$ cat src/rtl/gb_dma_pkg.sv
// Shared types and constants for the OAM DMA controller.
package gb_dma_pkg;

  typedef enum logic [1:0] {IDLE, START, XFER} state_t;

  localparam int         OAM_LEN    = 160;
  localparam logic [7:0] ECHO_BASE  = 8'hE0;
  localparam logic [7:0] ECHO_OFS   = 8'h20;
  localparam logic [1:0] PH_RD_LAST = 2'd2;
  localparam logic [1:0] PH_WR      = 2'd3;

  // Pages E0..FF mirror work RAM at C0..DF.
  function automatic logic [7:0] src_fold(input logic [7:0] s);
    return (s >= ECHO_BASE) ? s - ECHO_OFS : s;
  endfunction

endpackage

$ cat src/rtl/gb_oam_dma_if.sv
// DMA-side bus: external source read port, video-side OAM write port and the bus-steer flag.
interface gb_oam_dma_if;
  logic [15:0] adr_dma;
  logic        rd_dma;
  logic [7:0]  data_ext;
  logic [7:0]  oam_adr;
  logic [7:0]  oam_dout;
  logic        wr_oam;
  logic        active;

  modport master (
    output adr_dma, rd_dma, oam_adr, oam_dout, wr_oam, active,
    input  data_ext
  );

  modport slave (
    input  adr_dma, rd_dma, oam_adr, oam_dout, wr_oam, active,
    output data_ext
  );
endinterface

$ cat src/rtl/gb_oam_dma.sv
// FF46 OAM DMA: copies LEN bytes from {src,00} into OAM, one byte per M-cycle.
module gb_oam_dma
  import gb_dma_pkg::*;
#(
  parameter int LEN  = OAM_LEN,
  parameter int MCYC = 4
) (
  input  logic            clk,
  input  logic            reset,
  input  logic [7:0]      din,
  output logic [7:0]      dout,
  input  logic            read,
  input  logic            write,
  input  logic            sel,
  gb_oam_dma_if.master    bus
);

  localparam logic [1:0] PH_END   = 2'(MCYC - 1);
  localparam logic [7:0] IDX_LAST = 8'(LEN - 1);

  state_t     state, state_n;
  logic [7:0] src;
  logic [7:0] idx;
  logic [7:0] hi;
  logic [7:0] oam_q;
  logic [1:0] ph;
  logic       reg_wr;
  logic       mcyc_end;
  logic       byte_last;
  logic       xfer_rd;
  logic       xfer_wr;

  // Readback is unconditional; the strobe only qualifies it at the io mux.
  logic unused_read;
  assign unused_read = read;

  assign reg_wr    = write & sel;
  assign mcyc_end  = (ph == PH_END);
  assign byte_last = (idx == IDX_LAST);
  assign hi        = src_fold(src);

  always_comb begin
    state_n = state;
    if (reg_wr) begin
      state_n = START;
    end else begin
      case (state)
        START:   if (mcyc_end) state_n = XFER;
        XFER:    if (mcyc_end && byte_last) state_n = IDLE;
        default: state_n = state;
      endcase
    end
  end

  always_ff @(posedge clk) begin
    if (reset) state <= IDLE;
    else       state <= state_n;
  end

  always_ff @(posedge clk) begin
    if (reset) begin
      src   <= 8'hFF;
      ph    <= 2'd0;
      idx   <= 8'd0;
      oam_q <= 8'd0;
    end else begin
      if (reg_wr) src <= din;

      // Any write (fresh or restart) rewinds both counters.
      if (reg_wr) begin
        ph  <= 2'd0;
        idx <= 8'd0;
      end else if (state != IDLE) begin
        ph <= ph + 2'd1;
        if (state == XFER && mcyc_end)
          idx <= byte_last ? 8'd0 : idx + 8'd1;
      end

      if (state == XFER && ph == PH_RD_LAST) oam_q <= bus.data_ext;
    end
  end

  assign xfer_rd = (state == XFER) && (ph <= PH_RD_LAST);
  assign xfer_wr = (state == XFER) && (ph == PH_WR);

  assign bus.rd_dma   = xfer_rd;
  assign bus.wr_oam   = xfer_wr;
  assign bus.adr_dma  = (state == XFER) ? {hi, idx} : 16'h0000;
  assign bus.oam_adr  = xfer_wr ? idx   : 8'h00;
  assign bus.oam_dout = xfer_wr ? oam_q : 8'h00;
  assign bus.active   = (state != IDLE);
  assign dout         = src;

endmodule

$ cat src/flat_wrapper.sv
// flat-port wrapper written by rule: the top's interface ports become plain ports
module gb_oam_dma_flat import gb_dma_pkg::*;
#(
  parameter int LEN  = OAM_LEN,
  parameter int MCYC = 4
)
  (clk, reset, din, dout, read, write, sel, bus_adr_dma, bus_rd_dma, bus_oam_adr, bus_oam_dout, bus_wr_oam, bus_active, bus_data_ext);
  gb_oam_dma_if bus_i ();
  input  logic clk;
  input  logic reset;
  input  logic [7:0] din;
  output logic [7:0] dout;
  input  logic read;
  input  logic write;
  input  logic sel;
  output wire logic [$bits(bus_i.adr_dma)-1:0] bus_adr_dma;
  output wire logic [$bits(bus_i.rd_dma)-1:0] bus_rd_dma;
  output wire logic [$bits(bus_i.oam_adr)-1:0] bus_oam_adr;
  output wire logic [$bits(bus_i.oam_dout)-1:0] bus_oam_dout;
  output wire logic [$bits(bus_i.wr_oam)-1:0] bus_wr_oam;
  output wire logic [$bits(bus_i.active)-1:0] bus_active;
  input wire logic [$bits(bus_i.data_ext)-1:0] bus_data_ext;
  assign bus_adr_dma = bus_i.adr_dma;
  assign bus_rd_dma = bus_i.rd_dma;
  assign bus_oam_adr = bus_i.oam_adr;
  assign bus_oam_dout = bus_i.oam_dout;
  assign bus_wr_oam = bus_i.wr_oam;
  assign bus_active = bus_i.active;
  assign bus_i.data_ext = bus_data_ext;
  gb_oam_dma #(.LEN(LEN), .MCYC(MCYC)) u_core (.clk(clk), .reset(reset), .din(din), .dout(dout), .read(read), .write(write), .sel(sel), .bus(bus_i));
endmodule
$ cat config.mk
export PLATFORM = sky130hd
export DESIGN_NAME = gb_oam_dma_flat
export DESIGN_NICKNAME = d
export VERILOG_FILES = /design/src/rtl/gb_dma_pkg.sv /design/src/rtl/gb_oam_dma_if.sv /design/src/rtl/gb_oam_dma.sv /design/src/flat_wrapper.sv
export SDC_FILE = /design/constraint.sdc
export NUM_CORES = 1
export LEC_CHECK = 0
export CORE_MARGIN = 5
export CORE_UTILIZATION = 38
export CTS_BUF_LIST = sky130_fd_sc_hd__clkbuf_16
export DETAILED_ROUTE_END_ITERATION = 8
export PLACE_DENSITY = 0.76
export RECOVER_POWER = 100
export SKIP_LAST_GASP = 1
export SLEW_MARGIN = 20
export SYNTH_ARGS = -nofsm -noshare
export SYNTH_HDL_FRONTEND = slang
export SYNTH_SLANG_ARGS = --single-unit
$ cat constraint.sdc
create_clock -name clk -period 1.7 [get_ports clk]
set_clock_uncertainty 0.15 [all_clocks]
set_input_delay 0.425 -clock clk [delete_from_list [all_inputs] [get_ports clk]]
set_output_delay 0.425 -clock clk [all_outputs]
set_load 0.1 [all_outputs]
==> metrics, run 1 <==
outcome complete, but fails checks; failing checks negative setup slack; flop2flop setup slack -0.09 ns; pin count of the biggest net entering global routing 26; CP top delay family buffers and inverters; Max Fanout on Critical Path 6; nets@finish 300; Reg clk slew, reported paths 0.07 ns; worst hold path depth 2; Die Width 73.30 um; DPL Wire Length 3760 um; Post-DRT Antenna Nets 0; Synth Area per Inst 8.276 um^2; RSZ-0062 raised after global routing true; register area share after synthesis 0.3681; crit-path cells inv_2 > ha_4 > buf_12 > nand2_4 > a31oi_4 > buf_12; Critical Path Max Stage Delay 0.33 ns; Worst path depth 6; routed wl met2 2806 um; worst skew pair latency 0.26 ns; DR pass1 iterations 4; number of core rows 23; # DRC 0; Reg2Reg Launch Point u_core.state[0]; initial antenna violation count 0; area delta synth->final 113.1%; Worst slew margin 0.7198; Via density 5.441; crit end category primary output; port bufs 62; Tmin final 2.019 ns; Slew Limit Fails 0; share of cells above drive strength 1 0.5407; first-pass GRT wire length 8376 um; Hold Path Class reg2reg; Setup WS post-layout -0.3190 ns; clock sinks 28; Setup Crit Path Kind reg2out; initial DRC count 131; Peak VDD IR 510.1 uV; Synth warnings 0; Req. time, crit path 1.12 ns; initial core utilization 0.3862; Setup crit start kind flop; met3 wire len 428 um; number of buffers created by CTS 3; Hold-fix buffers, CTS 0; Synthesized Nets 213; ant diodes 0; Top Metal Used met4; final setup vio count 38; Worst R2R Path Depth 7; most common cell after layout, fill and taps aside buf_12; pre-CTS setup slack -0.1478 ns; CTS tree done; DP Area 3039 um^2; drt total wl 5528 um; grt ovf 0; commonest cells after routing, fill and taps aside buf_12, buf_4, clkdlybuf4s50_1; Routability Congestion 0.8696; GRT Total Usage 0.2007; Die H 73.30 um; Fin. Hold Viols 0; Clock Tree Root clkbuf_16; DRT met1 WL 2166 um; Buf/Inv on CP 3; crit path from u_core.state[0]; fin crit share 1.188; die area 5373 um^2; setup TNS -9.630 ns; Hold Crit Endpoint u_core.oam_q[5]; P_leak 1.286 nW; routed vias 1741; Slowest cell on crit path dfxtp_2; htree depth 1; hold_ws 0.3075 ns; critical path's most frequent cell buf_12; crit path DAT 1.44 ns; Final Cell Area 3244 um^2; Peak Freq 0.4953 GHz; Top Ports 64; Hold Startpoint u_core.oam_q[5]; Netlist cell types 35; Max clock buf depth 2; average routed wire per standard cell 17.28 um; vias in the first global route 1759; Post-Syn Area 1523 um^2; Yosys reg bits 28; PD cells 692.6 nW/um^2; core area 3943 um^2; Worst R2R End u_core.idx[3]; Max Cap Violations 0; Mapped Cells 184; Worst Max-Slew Pin Slew 0.4178 ns
## where the power goes
group          switching [mW]  total, mW  internal [mW]
clock network           0.219      0.534          0.315
logic                   0.570      0.998          0.428
registers              0.0288      0.714          0.686
total                   0.818       2.25           1.43
## layout make-up
type                            count  area, um^2
Clock buffer                        3       75.07
Timing Repair Buffer               95        1323
Multi-Input combinational cell    135        1166
Inverter                            8       33.78
Tap cell                           50       62.56
Sequential cell                    28       580.6
Clock inverter                      1       3.754
Fill cell                         199       698.2
## stage by stage
step	utilization	std cells	total power, mW
finish	0.8229	320	2.247
global route	0.8229	320	2.324
CTS	0.8134	315	2.224
detailed placement	0.7709	307	1.662
global placement	0.7709	307	1.645
floorplan	-	184	1.327
## per-layer routing
layer | global-route usage | vias to the layer above
li1 | - | 828
met1 | 0.2205 | 814
met2 | 0.3724 | 86
met3 | 0.04651 | 13
met4 | 0.07243 | 0
met5 | 0 | -
## cell usage after synthesis, drive strengths merged
library cell  number  area share
nor2b              2      0.0082
a21oi             17       0.056
and2              14       0.058
a211o              8       0.046
clkbuf            10       0.025
nor3b              1      0.0049
nand4bb            1      0.0074
nand3             11       0.039
o32ai              1      0.0058
nand2             18       0.044
nand4              1      0.0041
nor3               2      0.0066
a31oi              2      0.0082
dfxtp             28        0.37
or3                1      0.0041
o31ai              4       0.020
nor2               4      0.0099
nand3b             1       0.013
and3b              1      0.0058
inv                8       0.020
nand2b             2      0.0082
or4                3       0.015
and3              24       0.099
o21a               2      0.0099
o21ai              1      0.0033
o211ai             2      0.0099
o2bb2ai            1      0.0058
buf                3       0.012
ha                 8       0.066
nand4b             1      0.0058
xor2               2       0.012
## kinds of logic (layout without fill, tap and decap cells)
group,Yosys count,after routing,synth area share
AO/OA/AOI/OAI,38,38,0.1643
XOR/XNOR,2,2,0.01151
adder cells (fa/ha/maj),8,8,0.06574
buffers and inverters,21,107,0.05588
flip-flops,28,28,0.3681
AND/OR/NAND/NOR,87,87,0.3344
## registers in the layout (all words and copies together) (netlist names)
register      cells
u_core.dout       8
u_core.idx        8
u_core.ph         2
u_core.state      2
u_core.oam_q      8
## worst register-to-register path, cell delays in order, from the launching register on
cell and delay (ns):
dfxtp_2 0.33, inv_2 0.07, ha_4 0.21, buf_4 0.16
nand3b_4 0.13, buf_6 0.15, or3_1 0.37, a21oi_1 0.15
## worst max-delay path by stage
stage          slack (ns)         endpoint
5_1_grt             -0.38  bus_adr_dma[15]
6_report            -0.32  bus_adr_dma[14]
4_1_cts             -0.30  bus_adr_dma[15]
3_3_place_gp        -0.13    u_core.idx[5]
3_5_place_dp        -0.15    u_core.idx[7]
2_1_floorplan       -0.37  bus_adr_dma[14]
## what timing repair did
| action | in CTS | in global routing |
|---|---|---|
| gates cloned | 0 | 1 |
| gates resized for setup | 10 | 8 |
| endpoints found under the hold margin | 0 | 0 |
| pin swaps | 5 | 3 |
| buffers inserted | 4 | 5 |
| endpoints found under the setup margin | 39 | 40 |
No activity file was read; power rests on OpenSTA's default activity.
==> inputs of run 2 (changes only) <==
--- a/config.mk
+++ b/config.mk
@@ -11,6 +11,7 @@
 export DETAILED_ROUTE_END_ITERATION = 8
 export PLACE_DENSITY = 0.76
 export RECOVER_POWER = 100
+export REMOVE_ABC_BUFFERS = 1
 export SKIP_LAST_GASP = 1
 export SLEW_MARGIN = 20
 export SYNTH_ARGS = -nofsm -noshare
==> run 2 against run 1 <==
Net effect: the flow still finishes with violations (negative setup slack); critical path type unchanged; register-to-register slack better by 0.05 ns; non-clock buffer count is 1 higher; cell area is 3.9% lower; combinational power is 5.2% lower; routed wire length is 9.5% lower; setup slack better by 0.030 ns; hold slack better by 0.0068 ns; utilization is 3.2 points lower.
==> metrics, run 2 (synthesized netlist as in run 1, its figures left out) <==
Top Ports 64; Reg clk slew, reported paths 0.07 ns; most common cell after layout, fill and taps aside buf_12; drt total wl 5004 um; Worst Max-Slew Pin Slew 0.3216 ns; Routability Congestion 0.8160; Setup crit start kind flop; outcome complete, but fails checks; die area 5373 um^2; Setup Crit Path Kind reg2out; nets@finish 301; clock sinks 28; routed vias 1699; first-pass GRT wire length 7838 um; Max Cap Violations 0; P_leak 1.278 nW; initial core utilization 0.3862; ant diodes 0; failing checks negative setup slack; setup TNS -9.241 ns; Clock Tree Root clkbuf_16; Post-DRT Antenna Nets 0; pre-CTS setup slack -0.1855 ns; final setup vio count 37; Peak Freq 0.5028 GHz; PD cells 758.4 nW/um^2; Peak VDD IR 826.1 uV; CP top delay family buffers and inverters; Critical Path Max Stage Delay 0.34 ns; Die Width 73.30 um; Finished Layout Cells 321; Hold Path Class reg2reg; Slowest cell on crit path dfxtp_2; Via density 5.293; DPL Wire Length 3386 um; area delta synth->final 104.7%; share of cells above drive strength 1 0.4613; Tmin final 1.989 ns; Max Fanout on Critical Path 5; RSZ-0062 raised after global routing true; initial antenna violation count 0; crit end category primary output; met2 global-route usage 0.3525; GRT Total Usage 0.1857; initial DRC count 156; vias in the first global route 1701; met1 Track Usage GR 0.2012; Power Total 2.364 mW; layer with the highest usage met2; Setup WS post-layout -0.2889 ns; Die H 73.30 um; DR pass1 iterations 4; port bufs 62; Inst Count DP 312; Worst slew margin 0.7856; pin count of the biggest net entering global routing 20; grt met3 use 0.03830; Max clock buf depth 2; number of core rows 23; number of buffers created by CTS 3; Buf/Inv on CP 4; core area 3943 um^2; fin crit share 1.170; CTS tree done; worst skew pair latency 0.27 ns; average routed wire per standard cell 15.59 um; crit-path cells inv_2 > ha_4 > buf_4 > buf_6 > and2_4 > buf_12; Fin. Hold Viols 0; htree depth 1; crit path DAT 1.41 ns; # DRC 0; hold_ws 0.3144 ns; Req. time, crit path 1.12 ns; commonest cells after routing, fill and taps aside buf_12, dfxtp_1, buf_4; Slew Limit Fails 0; grt ovf 0
==> run 2: cell count changes in the layout (fill, tap and decap cells not counted), moves of 7 or more <==
cell / delta
dfxtp_1: +9
and2_4: -8
and2_1: +7
dfxtp_2: -7
==> run 2: area by class of cell <==
cell class	count	area, um^2
well taps	50	62.56
fillers	229	825.8
clock buffers	3	75.07
flip-flops and latches	28	564.3
repair buffers	96	1286
inverters	8	32.53
clock inverters	1	30.03
multi-input cells	135	1066
==> run 2: power by group <==
group	internal (mW)	switching [mW]
combinational	0.389	0.558
clock	0.470	0.242
sequential	0.683	0.0228
total	1.54	0.822
==> run 2: path summary, 6_finish.rpt <==
path,startpoint,end,slack [ns],cells after the start
worst max-delay path,u_core.state[0],bus_adr_dma[8],-0.29,6
worst min-delay path,u_core.oam_q[4],u_core.oam_q[4],0.31,2
worst max register to register,u_core.state[1],u_core.idx[3],-0.04,7
worst min register to register,u_core.oam_q[4],u_core.oam_q[4],0.31,2
==> run 2: timing repair <==
| item | in CTS | in global routing |
|---|---|---|
| gates resized for setup | 50 | 7 |
| gates cloned | 0 | 0 |
| hold buffers | 0 | 0 |
| buffers inserted | 3 | 3 |
| pin swaps | 11 | 1 |
| endpoints found under the setup margin | 39 | 52 |
==> run 2: through the flow <==
step	instance area (um^2)	util
2_1_floorplan	1468	-
3_3_place_gp	2811	0.7131
3_5_place_dp	2811	0.7131
4_1_cts	3141	0.7966
5_1_grt	3117	0.7905
6_report	3117	0.7905
==> run 2: layer usage <==
metal	wire length, um	vias up
li1	-	830
met1	1896	792
met2	2685	63
met3	295	14
met4	127	0
met5	0	-
==> run 2: worst register-to-register path, cell delays in order, from the launching register on <==
cell and delay (ns):
dfxtp_2 0.37, buf_4 0.12, inv_2 0.04, ha_4 0.16, nand3b_4 0.20, buf_6 0.14, or3_1 0.35, a21oi_1 0.13
==> inputs of run 3 (changes only) <==
--- a/config.mk
+++ b/config.mk
@@ -8,9 +8,10 @@
 export CORE_MARGIN = 5
 export CORE_UTILIZATION = 38
 export CTS_BUF_LIST = sky130_fd_sc_hd__clkbuf_16
+export CTS_CLUSTER_SIZE = 40
 export DETAILED_ROUTE_END_ITERATION = 8
 export PLACE_DENSITY = 0.76
-export RECOVER_POWER = 100
+export RECOVER_POWER = 50
 export REMOVE_ABC_BUFFERS = 1
 export SKIP_LAST_GASP = 1
 export SLEW_MARGIN = 20
==> results of run 3 <==
No change in the layout: final DEF, timing and power equal those of run 2.
